===== src/rtl/gf2e_pkg.sv =====
// Shared GF(2^16) lane geometry, field constants and control enums for the
// Goppa-polynomial evaluator back end.
package gf2e_pkg;

    localparam int W     = 16;
    localparam int LANES = 9;
    localparam int m     = LANES * W;

    // x^16 + x^12 + x^3 + x + 1; must be the same field the external MUL_ARRAY uses
    localparam logic [W:0]   GF_POLY = 17'h1100B;
    localparam logic [W-1:0] INV_EXP = 16'hFFFE;

    typedef enum logic [1:0] {
        IDLE,
        ISSUE,
        CAPTURE,
        DONE
    } state_e;

    typedef enum logic {
        SQR,
        MUL
    } op_e;

    typedef logic [LANES-1:0][W-1:0] lane_vec_t;

    // Reference single-lane product in the same field as MUL_ARRAY.
    function automatic logic [W-1:0] gf_mul(input logic [W-1:0] a, input logic [W-1:0] b);
        logic [W-1:0] p;
        logic [W-1:0] x;
        p = '0;
        x = a;
        for (int i = 0; i < W; i++) begin
            if (b[i]) p = p ^ x;
            x = x[W-1] ? ((x << 1) ^ GF_POLY[W-1:0]) : (x << 1);
        end
        return p;
    endfunction

endpackage


===== src/rtl/gopf_inv_seq.sv =====
// Exponent walker for the Fermat inversion: steps MSB-first through INV_EXP,
// selecting SQR or MUL for each multiplier pass and flagging the final op.
module gopf_inv_seq
    import gf2e_pkg::*;
(
    input  logic clk,
    input  logic rst_b,
    input  logic load,
    input  logic advance,
    output op_e  op,
    output logic last_op
);

    // Bit W-1 of the exponent is absorbed by starting the accumulator at a.
    localparam logic [3:0] START_BIT = 4'(W - 2);

    logic [3:0] bit_idx;

    // NOTE: state registers use non-blocking assignments so every flop samples
    // pre-edge values regardless of statement order.
    always_ff @(posedge clk) begin
        if (rst_b) begin
            bit_idx <= '0;
            op      <= SQR;
        end else if (load) begin
            bit_idx <= START_BIT;
            op      <= SQR;
        end else if (advance && !last_op) begin
            if (op == SQR && INV_EXP[bit_idx] && bit_idx != 4'd0) begin
                op <= MUL;
            end else begin
                op      <= SQR;
                bit_idx <= bit_idx - 4'd1;
            end
        end
    end

    assign last_op = (op == SQR) && (bit_idx == 4'd0);

endmodule


===== src/rtl/gopf_inv_batch.sv =====
// Nine-lane GF(2^16) batch inverter (a^(2^16-2)) time-shared on the external
// MUL_ARRAY. Optional zero_flag output is enabled by GOPF_INV_ZERO_FLAG_EN.
module gopf_inv_batch
    import gf2e_pkg::*;
(
    input  logic           clk,
    input  logic           rst_b,
    input  logic           start,
    input  logic [0:m-1]   eval_dat,
    output logic [0:m-1]   inv_r_dat,
    output logic           inv_done,
    output logic           busy,
`ifdef GOPF_INV_ZERO_FLAG_EN
    output logic [0:LANES-1] zero_flag,
`endif
    output logic [0:W-1]   mul1_o_out,
    output logic [0:W-1]   mul2_o_out,
    output logic [0:W-1]   mul3_o_out,
    output logic [0:W-1]   mul4_o_out,
    output logic [0:W-1]   mul5_o_out,
    output logic [0:W-1]   mul6_o_out,
    output logic [0:W-1]   mul7_o_out,
    output logic [0:W-1]   mul8_o_out,
    output logic [0:W-1]   mul9_o_out,
    output logic [0:W-1]   mul1_t_out,
    output logic [0:W-1]   mul2_t_out,
    output logic [0:W-1]   mul3_t_out,
    output logic [0:W-1]   mul4_t_out,
    output logic [0:W-1]   mul5_t_out,
    output logic [0:W-1]   mul6_t_out,
    output logic [0:W-1]   mul7_t_out,
    output logic [0:W-1]   mul8_t_out,
    output logic [0:W-1]   mul9_t_out,
    output logic [0:W-1]   mul1_add_out,
    output logic [0:W-1]   mul2_add_out,
    output logic [0:W-1]   mul3_add_out,
    output logic [0:W-1]   mul4_add_out,
    output logic [0:W-1]   mul5_add_out,
    output logic [0:W-1]   mul6_add_out,
    output logic [0:W-1]   mul7_add_out,
    output logic [0:W-1]   mul8_add_out,
    output logic [0:W-1]   mul9_add_out,
    input  logic [0:W-1]   mul1_r_dat,
    input  logic [0:W-1]   mul2_r_dat,
    input  logic [0:W-1]   mul3_r_dat,
    input  logic [0:W-1]   mul4_r_dat,
    input  logic [0:W-1]   mul5_r_dat,
    input  logic [0:W-1]   mul6_r_dat,
    input  logic [0:W-1]   mul7_r_dat,
    input  logic [0:W-1]   mul8_r_dat,
    input  logic [0:W-1]   mul9_r_dat
);

    state_e    state_q, state_d;
    op_e       op;
    logic      last_op;
    logic      accept;
    logic      advance;

    lane_vec_t eval_vec;
    lane_vec_t a_q;
    lane_vec_t r_q;
    lane_vec_t o_q;
    lane_vec_t t_q;
    lane_vec_t inv_q;
    lane_vec_t r_dat;

    // Lane k occupies packed bits [k*W : k*W+W-1] of the ascending bus.
    for (genvar k = 0; k < LANES; k++) begin : g_lane_map
        assign eval_vec[k]           = eval_dat[k*W +: W];
        assign inv_r_dat[k*W +: W]   = inv_q[k];
    end

    assign r_dat[0] = mul1_r_dat;
    assign r_dat[1] = mul2_r_dat;
    assign r_dat[2] = mul3_r_dat;
    assign r_dat[3] = mul4_r_dat;
    assign r_dat[4] = mul5_r_dat;
    assign r_dat[5] = mul6_r_dat;
    assign r_dat[6] = mul7_r_dat;
    assign r_dat[7] = mul8_r_dat;
    assign r_dat[8] = mul9_r_dat;

    assign mul1_o_out = o_q[0];
    assign mul2_o_out = o_q[1];
    assign mul3_o_out = o_q[2];
    assign mul4_o_out = o_q[3];
    assign mul5_o_out = o_q[4];
    assign mul6_o_out = o_q[5];
    assign mul7_o_out = o_q[6];
    assign mul8_o_out = o_q[7];
    assign mul9_o_out = o_q[8];

    assign mul1_t_out = t_q[0];
    assign mul2_t_out = t_q[1];
    assign mul3_t_out = t_q[2];
    assign mul4_t_out = t_q[3];
    assign mul5_t_out = t_q[4];
    assign mul6_t_out = t_q[5];
    assign mul7_t_out = t_q[6];
    assign mul8_t_out = t_q[7];
    assign mul9_t_out = t_q[8];

    // Pure product: the shared array computes o*t + add.
    assign mul1_add_out = '0;
    assign mul2_add_out = '0;
    assign mul3_add_out = '0;
    assign mul4_add_out = '0;
    assign mul5_add_out = '0;
    assign mul6_add_out = '0;
    assign mul7_add_out = '0;
    assign mul8_add_out = '0;
    assign mul9_add_out = '0;

    gopf_inv_seq u_seq (
        .clk     (clk),
        .rst_b   (rst_b),
        .load    (accept),
        .advance (advance),
        .op      (op),
        .last_op (last_op)
    );

    always_ff @(posedge clk) begin
        if (rst_b) state_q <= IDLE;
        else       state_q <= state_d;
    end

    // NOTE: every always_comb output gets a default first so no path leaves
    // a signal unassigned and infers a latch.
    always_comb begin
        state_d = state_q;
        accept  = 1'b0;
        advance = 1'b0;
        unique case (state_q)
            IDLE: begin
                if (start) begin
                    accept  = 1'b1;
                    state_d = ISSUE;
                end
            end
            ISSUE:   state_d = CAPTURE;
            CAPTURE: begin
                advance = 1'b1;
                state_d = last_op ? DONE : ISSUE;
            end
            DONE:    state_d = IDLE;
            default: state_d = IDLE;
        endcase
    end

    always_ff @(posedge clk) begin
        if (rst_b) begin
            a_q      <= '0;
            r_q      <= '0;
            o_q      <= '0;
            t_q      <= '0;
            inv_q    <= '0;
            inv_done <= 1'b0;
            busy     <= 1'b0;
        end else begin
            inv_done <= 1'b0;
            if (accept) begin
                a_q  <= eval_vec;
                r_q  <= eval_vec;
                busy <= 1'b1;
            end
            if (state_q == ISSUE) begin
                o_q <= r_q;
                t_q <= (op == SQR) ? r_q : a_q;
            end
            if (state_q == CAPTURE) begin
                r_q <= r_dat;
            end
            if (state_q == DONE) begin
                inv_q    <= r_q;
                inv_done <= 1'b1;
                busy     <= 1'b0;
            end
        end
    end

`ifdef GOPF_INV_ZERO_FLAG_EN
    logic [LANES-1:0] zero_a_q;

    // Zero lanes already invert to 0; the flag lets the consumer tell them apart.
    always_ff @(posedge clk) begin
        if (rst_b) begin
            zero_a_q  <= '0;
            zero_flag <= '0;
        end else begin
            if (accept) begin
                for (int k = 0; k < LANES; k++) zero_a_q[k] <= (eval_vec[k] == '0);
            end
            if (state_q == DONE) begin
                for (int k = 0; k < LANES; k++) zero_flag[k] <= zero_a_q[k];
            end
        end
    end
`endif

endmodule


===== config.mk =====
export PLATFORM = sky130hd
export DESIGN_NAME = gopf_inv_batch
export DESIGN_NICKNAME = d
export VERILOG_FILES = /design/src/rtl/gf2e_pkg.sv /design/src/rtl/gopf_inv_seq.sv /design/src/rtl/gopf_inv_batch.sv
export SDC_FILE = /design/constraint.sdc
export NUM_CORES = 1
export LEC_CHECK = 0
export CORE_AREA = 3 3 338 340
export CTS_CLUSTER_DIAMETER = 200
export DETAILED_ROUTE_END_ITERATION = 8
export DIE_AREA = 0 0 341 343
export GPL_TIMING_DRIVEN = 0
export PLACE_DENSITY_LB_ADDON = 0.08
export REMOVE_ABC_BUFFERS = 1
export SETUP_SLACK_MARGIN = 0.05
export SLEW_MARGIN = 40
export SYNTH_ARGS = -nofsm -noshare
export SYNTH_HDL_FRONTEND = slang
export SYNTH_HIERARCHICAL = 1
export SYNTH_SLANG_ARGS = --single-unit

===== constraint.sdc =====
create_clock -name clk -period 2.2 [get_ports clk]
set_input_delay 0.33 -clock clk [delete_from_list [all_inputs] [get_ports clk]]
set_output_delay 0.33 -clock clk [all_outputs]
set_load 0.02 [all_outputs]

==> results of run 1 <==
kinds of logic (layout without fill, tap and decap cells):
kind of cell / count (synthesis) / after routing / synth area share, %
compound gates: 877 / 877 / 22.20
flops: 729 / 729 / 52.08
fa+ha+maj: 2 / 2 / 0.08928
other cells: 1 / 153 / 0.01338
buf+inv: 550 / 1171 / 10.40
mux: 144 / 144 / 5.143
simple gates: 741 / 742 / 10.08
area by class of cell:
type | count | area (sq um)
Clock inverter | 18 | 214.0
Sequential cell | 729 | 14610
Multi-Input combinational cell | 1909 | 11110
Tap cell | 1500 | 1877
Antenna cell | 9 | 22.52
Timing Repair Buffer | 860 | 10030
Timing Repair inverter | 2 | 17.52
Fill cell | 11470 | 70810
Clock buffer | 140 | 2619
Inverter | 151 | 583.1
routing by layer:
layer,GRT usage (%),part of all wire [%],up-vias
met5,0,0.058,-
met4,6.473,2.6,8
met3,5.033,6.4,139
met2,31.58,48,633
met1,23.12,43,11540
li1,-,-,11700
power breakdown:
part,switching (W),internal [W],leakage [nW]
sequential,0.000580,0.0140,5.97
clock,0.00601,0.00850,1.39
combinational,0.00298,0.00246,7.88
placed cells by master (no fill, tap or decap), drive strengths merged, types with 3 or more instances in the layout:
cell and instances:
nor2b 3, clkbuf 146, a21oi 436, clkdlybuf4s50 721, nor2 148, dfxtp 729, nand2 579, mux2i 144
o221a 144, inv 157, bufbuf 8, nor3 4, clkinv 11, bufinv 3, diode 9, a22o 144
conb 144, a211oi 147, buf 123
path summary, 6_finish.rpt:
path                                            startpoint                         end  slack (ns)  cells past startpoint
worst min-delay path                                 rst_b  mul7_o_out[5]$_SDFFE_PP0N_        0.07                      2
worst max register to register     state_q[1]$_SDFFE_PP0P_       a_q[136]$_SDFFE_PP0P_        0.10                      9
worst min register to register  mul7_o_out[5]$_SDFFE_PP0N_  mul7_o_out[5]$_SDFFE_PP0N_        0.45                      2
worst max-delay path                                 start       a_q[136]$_SDFFE_PP0P_        0.09                     10
timing repair:
action	in CTS	in global routing
endpoints found under the setup margin	385	84
pin swaps	3	3
buffers inserted	23	4
gates resized for setup	14	2
gates cloned	11	6
stage by stage:
stage	setup TNS, ns	hold slack (ns)
floorplan	-5453.07	0.3946
global placement	-	0.4407
detailed placement	-260.37	0.4453
CTS	0	0.02156
global route	0	0.08380
finish	0	0.06632
==> metrics.yaml, run 1 <==
outcome:
  status: "completed"
synth:
  syn_area_sq_um: 28020
  synth_flop_cell: "dfxtp_1"
  syn_area_per_cell_sq_um: 9.206
  synth_top_area_share_pct: 52.08
  yosys-top-cells-count: "dfxtp_1, nand2_1, a21oi_1, inv_1, nor2_1"
  synth_cells: 3044
  seq_area_frac_synth_pct: 52.08
  yosysWarnings: 6
  synth.most_common_cell: "dfxtp_1"
  synth-seq-cells: 729
  synth_edf_count: 0
  async_flop_share_pct: 0
  synth_largest_area_cell: "dfxtp_1"
  ys_types: 34
  synthTopCellsByArea: "dfxtp_1, nand2_1, a21oi_1"
min_path:
  hp-class: "input pin to flop"
die:
  initial_core_util_pct: 25.05
  dieArea_sq_um: 117000
  dieWidth_microns: 341
  num_rows: 123
  die_y_microns: 343
  num_io_pins: 869
  coreArea_sq_um: 111900
placement:
  routabilityCongestion: 0.7231
  place_area_sq_um: 37570
  io_buffer_count: 724
  place_hpwl_microns: 77270
  placed_cells: 5113
  dpl_worst_slack_ns: -1.225
timing:
  max_freq_mhz: 474.6
  setup_viol: 0
  tightest_slew_ns: 0.6370
  rsz0062_at_grt: "yes"
  period_share_pct: 95.78
  hold_violations: 0
  slew_viol_final: 0
  min_period_ns: 2.107
  max_slew_margin_pct: 57.70
  finClkSkew_ns: 0.02820
  fin_ws_ns: 0.09279
worst_setup_path:
  critPathLaunchType: "input pin"
  path_cells: "clkdlybuf4s50_1 -> or3b_4 -> buf_12 -> buf_16 -> buf_16 -> inv_16 -> buf_12 -> bufbuf_16 -> nand2_1 -> a21oi_1"
  cpPeakStageDelay_ns: 0.64
  crit_family: "buffers and inverters"
  worst-path-buf-inv: 7
  slowest_stage: "clkdlybuf4s50_1"
  worstPathArrival_ns: 2.68
  crit_type: "input pin to flop"
  cp-end-kind: "flop"
  path_max_fanout: 18
  crit_required_ns: 2.77
routing:
  avgViaCountPerCell: 4.515
  antenna_left: 0
  wire_per_inst_microns: 21.99
  drc: 0
  dr.pass1.iters: 4
  finalWirelength_microns: 117000
  dr_total_vias: 24010
  drt_iter0_drc: 1219
final_layout:
  area_growth_syn_to_layout_pct: 46.57
  final_util_pct: 36.71
  instances_no_fill: 5318
  fin_area_sq_um: 41070
  drive_above_1_share_pct: 9.163
  nNetsFinal: 4034
clocking:
  cts-buffers-inserted: 88
  clk_path_buf_depth: 3
  cts_tree: "built"
  cts_root_buffer: "clkbuf_16"
  insertion_delay_ns: 0.66
  h-tree-depth: 3
  cts.sinks: 729
  cts_hold_buf: 0
  clk_pin_slew_ns: 0.06
power:
  peakVddDrop_mv: 0.5057
  pwr_density_cell_nw_per_um2: 841.1
  power.total_w: 0.03455
  leakage_nw: 15.24
grt:
  grt_pass1_wl_microns: 165600
  gr-total-overflow: 0
  first_global_vias: 23370
  antenna_found_initial: 14
  grt_max_degree: 87
  grt_usage_pct: 18.77
run:
  max-cap-violations: 0
No activity file was read; power rests on OpenSTA's default activity.
==> run 2, diff against run 1 <==
--- a/config.mk
+++ b/config.mk
@@ -5,6 +5,7 @@
 export SDC_FILE = /design/constraint.sdc
 export NUM_CORES = 1
 export LEC_CHECK = 0
+export CAP_MARGIN = 30
 export CORE_AREA = 3 3 338 340
 export CTS_CLUSTER_DIAMETER = 200
 export DETAILED_ROUTE_END_ITERATION = 8
==> run 2 against run 1 <==
Cell count shrank 0.32%. First-iteration DRC count down 15%. Worst hold slack lost 0.0014 ns. Largest cell class unchanged.
==> metrics.yaml, run 2 (same netlist as run 1, synthesis figures left out) <==
outcome:
  status: "completed"
final_layout:
  multi_input_area_sq_um: 11110
  n_fill_cell: 11570
  final_util_pct: 36.49
  most-common-layout-cells: "dfxtp_1, clkdlybuf4s50_1, nand2_1"
  area_growth_syn_to_layout_pct: 45.68
  nNetsFinal: 4025
  regArea_sq_um: 14610
  drive_above_1_share_pct: 8.969
  final_common_cell: "dfxtp_1"
routing:
  wire_per_inst_microns: 21.72
  drt_iter0_drc: 1033
  dr.pass1.iters: 5
  drc: 0
  avgViaCountPerCell: 4.511
  dr_total_vias: 23910
  finalWirelength_microns: 115100
  antenna_left: 0
grt:
  gr-total-overflow: 0
  grt_pass1_wl_microns: 164100
  antenna_found_initial: 17
  grt_usage_pct: 18.59
  first_global_vias: 23160
  grt_max_degree: 105
power:
  p_seq_share_pct: 42.6
  leakage_nw: 15.10
  p_int_w: 0.02478
  pwr_density_cell_nw_per_um2: 839.1
  swShare_pct: 27.66
  clock_power_share_pct: 41.9
  comb_power_share_pct: 15.5
  switchingPower_w: 0.009477
  peakVddDrop_mv: 0.6146
worst_setup_path:
  crit_type: "input pin to flop"
  r2r_setup_slack_ns: 0.14
  crit_required_ns: 2.73
  critPathLaunchType: "input pin"
  regToRegEndpoint: "r_q[123]$_SDFFE_PP0P_"
  worstPathArrival_ns: 2.61
  path_max_fanout: 53
  worstRegToRegCells: 6
  r2r_start: "state_q[0]$_SDFFE_PP0P_"
  cp-end-kind: "flop"
timing:
  finClkSkew_ns: 0.02262
  slew_viol_final: 0
  max_freq_mhz: 482.0
  min_period_ns: 2.075
  period_share_pct: 94.30
  setup_viol: 0
  fin_ws_ns: 0.1254
  tightest_slew_ns: 0.5472
  hold_violations: 0
  rsz0062_at_grt: "no"
  whs_ns: 0.06495
  max_slew_margin_pct: 63.43
die:
  num_io_pins: 869
  dieArea_sq_um: 117000
  num_rows: 123
  dieWidth_microns: 341
  initial_core_util_pct: 25.05
  coreArea_sq_um: 111900
  die_y_microns: 343
placement:
  dpl_worst_slack_ns: -1.182
  routabilityCongestion: 0.7231
  io_buffer_count: 724
  place_hpwl_microns: 77170
clocking:
  cts.sinks: 729
  cts_root_buffer: "clkbuf_16"
  insertion_delay_ns: 0.65
  h-tree-depth: 3
  clk_path_buf_depth: 3
  cts_tree: "built"
  cts-buffers-inserted: 89
  clk_pin_slew_ns: 0.06
min_path:
  hp-class: "input pin to flop"
  worstHoldEndpoint: "mul7_o_out[5]$_SDFFE_PP0N_"
  hold_start: "rst_b"
  hold_depth: 2
run:
  max-cap-violations: 0
## run 2: what timing repair did
| item | in CTS | in global routing |
|---|---|---|
| hold buffers | 0 | 0 |
| hold endpoints to repair | 0 | 0 |
| pin swaps | 2 | 0 |
| setup endpoints to repair | 375 | 75 |
| resized for setup | 12 | 2 |
| cloned | 9 | 3 |
| setup buffers | 16 | 6 |
## run 2: worst max path at each step
stage / depth (start not counted) / startpoint / slack, ns / to
2_1_floorplan: 2 / state_q[0]$_SDFFE_PP0P_ / -13.05 / mul1_t_out[0]$_SDFFE_PP0N_
3_3_place_gp: 3 / rst_b / -63.43 / inv_r_dat[30]$_SDFFE_PP0P_
3_5_place_dp: 11 / start / -1.18 / u_seq/bit_idx[2]$_SDFFE_PP0P_
4_1_cts: 8 / state_q[1]$_SDFFE_PP0P_ / 0.06 / a_q[28]$_SDFFE_PP0P_
5_1_grt: 10 / state_q[0]$_SDFFE_PP0P_ / 0.06 / mul5_t_out[7]$_SDFFE_PP0N_
6_report: 7 / start / 0.13 / r_q[123]$_SDFFE_PP0P_
## run 2: stage by stage
stage	area [sq um]	instances	power (W)	setup TNS (ns)
floorplan	26210	2788	0.01739	-5453.07
global placement	35340	5012	0.01989	-
detailed placement	37570	5113	0.02006	-256.98
CTS	40700	5283	0.03485	0
global route	40810	5296	0.03586	0
finish	40830	5301	0.03426	0
## run 2: final cells by class
| class | count | area share [%] |
|---|---|---|
| well taps | 1500 | 4.597 |
| multi-input cells | 1909 | 27.21 |
| clock buffers | 137 | 6.589 |
| diodes | 10 | 0.06130 |
| inverters | 151 | 1.428 |
| repair buffers | 850 | 24.00 |
| flip-flops and latches | 729 | 35.78 |
| repair inverters | 2 | 0.04291 |
| clock inverters | 13 | 0.2973 |
## run 2: routing by layer
| layer | vias up | GRT usage [%] | wire [microns] |
|---|---|---|---|
| li1 | 11650 | - | - |
| met5 | - | 0 | 118 |
| met1 | 11460 | 22.50 | 48200 |
| met3 | 140 | 5.592 | 8128 |
| met4 | 18 | 5.690 | 2592 |
| met2 | 643 | 31.67 | 56100 |
## run 2: power groups by stage
| stage | Combinational [W] | Clock [W] | Sequential (W) |
|---|---|---|---|
| finish | 0.00532 | 0.0143 | 0.0146 |
| global route | 0.00574 | 0.0154 | 0.0147 |
| CTS | 0.00535 | 0.0149 | 0.0146 |
| detailed placement | 0.00516 | 0 | 0.0149 |
| global placement | 0.00506 | 0 | 0.0148 |
| floorplan | 0.00219 | 0 | 0.0152 |
## run 2: critical path, cell delays in order
cell	delay, ns
clkdlybuf4s50_1	0.65
or3b_4	0.48
buf_8	0.19
buf_16	0.20
buf_16	0.22
buf_16	0.15
o221a_2	0.27
==> run 3, diff against run 2 <==
--- a/config.mk
+++ b/config.mk
@@ -11,6 +11,7 @@
 export DETAILED_ROUTE_END_ITERATION = 8
 export DIE_AREA = 0 0 341 343
 export GPL_TIMING_DRIVEN = 0
+export MAX_ROUTING_LAYER = met4
 export PLACE_DENSITY_LB_ADDON = 0.08
 export REMOVE_ABC_BUFFERS = 1
 export SETUP_SLACK_MARGIN = 0.05
==> run 3 against run 2 <==
Clock power about the same. Fmax rose by 0.64%. Utilization about the same. Sequential cell count unchanged. Die area unchanged. First-iteration DRC count rose by 20%. Global-route usage up 0.56 points. Critical path type is now flop to flop. Total power is essentially flat. Sequential power about the same. Worst hold slack worse by 0.0010 ns. Cell count rose by 0.15%.
==> metrics.yaml, run 3 (same netlist as run 1, synthesis figures left out) <==
power:
  comb_power_share_pct: 15.5
  switchingPower_w: 0.009496
  swShare_pct: 27.70
  p_seq_share_pct: 42.6
  p_int_w: 0.02478
  pwr_density_cell_nw_per_um2: 839.2
  leakage_nw: 15.10
  peakVddDrop_mv: 0.6151
  clock_power_share_pct: 41.9
timing:
  tns_ns: 0
  max_slew_margin_pct: 63.91
  finClkSkew_ns: 0.02316
  min_period_ns: 2.061
  max_freq_mhz: 485.1
  period_share_pct: 93.70
  hold_violations: 0
  whs_ns: 0.06395
  fin_ws_ns: 0.1387
  rsz0062_at_grt: "no"
  tightest_slew_ns: 0.5400
  setup_viol: 0
  slew_viol_final: 0
run:
  max-cap-violations: 0
routing:
  wire_per_inst_microns: 21.71
  drt_iter0_drc: 1240
  drc: 0
  dr_total_vias: 23900
  finalWirelength_microns: 115300
  dr.pass1.iters: 5
  avgViaCountPerCell: 4.501
  antenna_left: 0
die:
  num_rows: 123
  dieArea_sq_um: 117000
  die_y_microns: 343
  num_io_pins: 869
  coreArea_sq_um: 111900
  dieWidth_microns: 341
  initial_core_util_pct: 25.05
worst_setup_path:
  r2r_setup_slack_ns: 0.14
  worstPathArrival_ns: 2.66
  crit_type: "flop to flop"
  cp-end-kind: "flop"
  path_max_fanout: 13
  crit_required_ns: 2.80
  critPathLaunchType: "flop"
grt:
  grt_usage_pct: 19.15
  grt_max_degree: 105
  antenna_found_initial: 18
  gr-total-overflow: 0
  grt_pass1_wl_microns: 164000
  first_global_vias: 23140
final_layout:
  final_common_cell: "dfxtp_1"
  n_fill_cell: 11570
  multi_input_area_sq_um: 11110
  area_growth_syn_to_layout_pct: 45.75
  regArea_sq_um: 14610
  fin_area_sq_um: 40850
  drive_above_1_share_pct: 8.969
  final_util_pct: 36.51
  most-common-layout-cells: "dfxtp_1, clkdlybuf4s50_1, nand2_1"
  nNetsFinal: 4025
placement:
  place_hpwl_microns: 77170
  io_buffer_count: 724
  place_area_sq_um: 37570
  dpl_worst_slack_ns: -1.182
  routabilityCongestion: 0.7317
clocking:
  h-tree-depth: 3
  cts_root_buffer: "clkbuf_16"
  cts-buffers-inserted: 89
  clk_path_buf_depth: 3
  cts.sinks: 729
  clk_pin_slew_ns: 0.06
  cts_tree: "built"
  cts_hold_buf: 0
  insertion_delay_ns: 0.66
min_path:
  hp-class: "input pin to flop"
outcome:
  status: "completed"
-- run 3: cell count changes in the layout (fill, tap and decap cells not counted) --
cell,before,now
diode_2,10,18
-- run 3: power by group through the flow --
| stage | registers (W) | logic, W | clock network, W |
|---|---|---|---|
| floorplan | 0.0152 | 0.00219 | 0 |
| CTS | 0.0146 | 0.00535 | 0.0149 |
| global route | 0.0147 | 0.00574 | 0.0154 |
| global placement | 0.0148 | 0.00506 | 0 |
| finish | 0.0146 | 0.00532 | 0.0144 |
| detailed placement | 0.0149 | 0.00516 | 0 |
-- run 3: worst max-delay path, cell delays in order, from the launching register on --
cell     delay [ns]
dfxtp_4        0.37
buf_4          0.16
nand2_1        0.09
nor2_4         0.43
buf_8          0.23
buf_8          0.20
buf_16         0.17
buf_16         0.16
a22o_1         0.14
-- run 3: area by class of cell --
class                   count  area share (%)
diodes                     18          0.1103
clock buffers             137           6.586
clock inverters            13          0.2971
inverters                 151           1.427
multi-input cells        1909           27.19
flip-flops and latches    729           35.76
well taps                1500           4.595
repair buffers            850           23.99
repair inverters            2         0.04289
-- run 3: path summary, 6_finish.rpt --
check | from | endpoint | cells after the start
setup / recovery | state_q[1]$_SDFFE_PP0P_ | inv_r_dat[27]$_SDFFE_PP0P_ | 8
hold / removal | rst_b | mul7_o_out[5]$_SDFFE_PP0N_ | 2
setup reg to reg | state_q[1]$_SDFFE_PP0P_ | inv_r_dat[27]$_SDFFE_PP0P_ | 8
hold reg to reg | mul7_o_out[5]$_SDFFE_PP0N_ | mul7_o_out[5]$_SDFFE_PP0N_ | 2
-- run 3: metal layers --
layer	GRT usage, %	share of wire (%)	up-vias
met4	5.690	2.2	0
li1	-	-	11670
met1	22.61	42	11440
met5	-	0	-
met2	31.64	49	654
met3	5.476	6.8	128
-- run 3: metrics by stage --
step	power (W)	instances
3_3_place_gp	0.01989	5012
6_report	0.03428	5309
2_1_floorplan	0.01739	2788
3_5_place_dp	0.02006	5113
5_1_grt	0.03586	5309
4_1_cts	0.03485	5283
-- run 3: timing repair --
| action | in CTS | in global routing |
|---|---|---|
| buffers inserted | 16 | 6 |
| setup endpoints to repair | 375 | 75 |
| cloned | 9 | 3 |
| resized for setup | 12 | 2 |
| pin swaps | 2 | 0 |
| endpoints found under the hold margin | 0 | 0 |
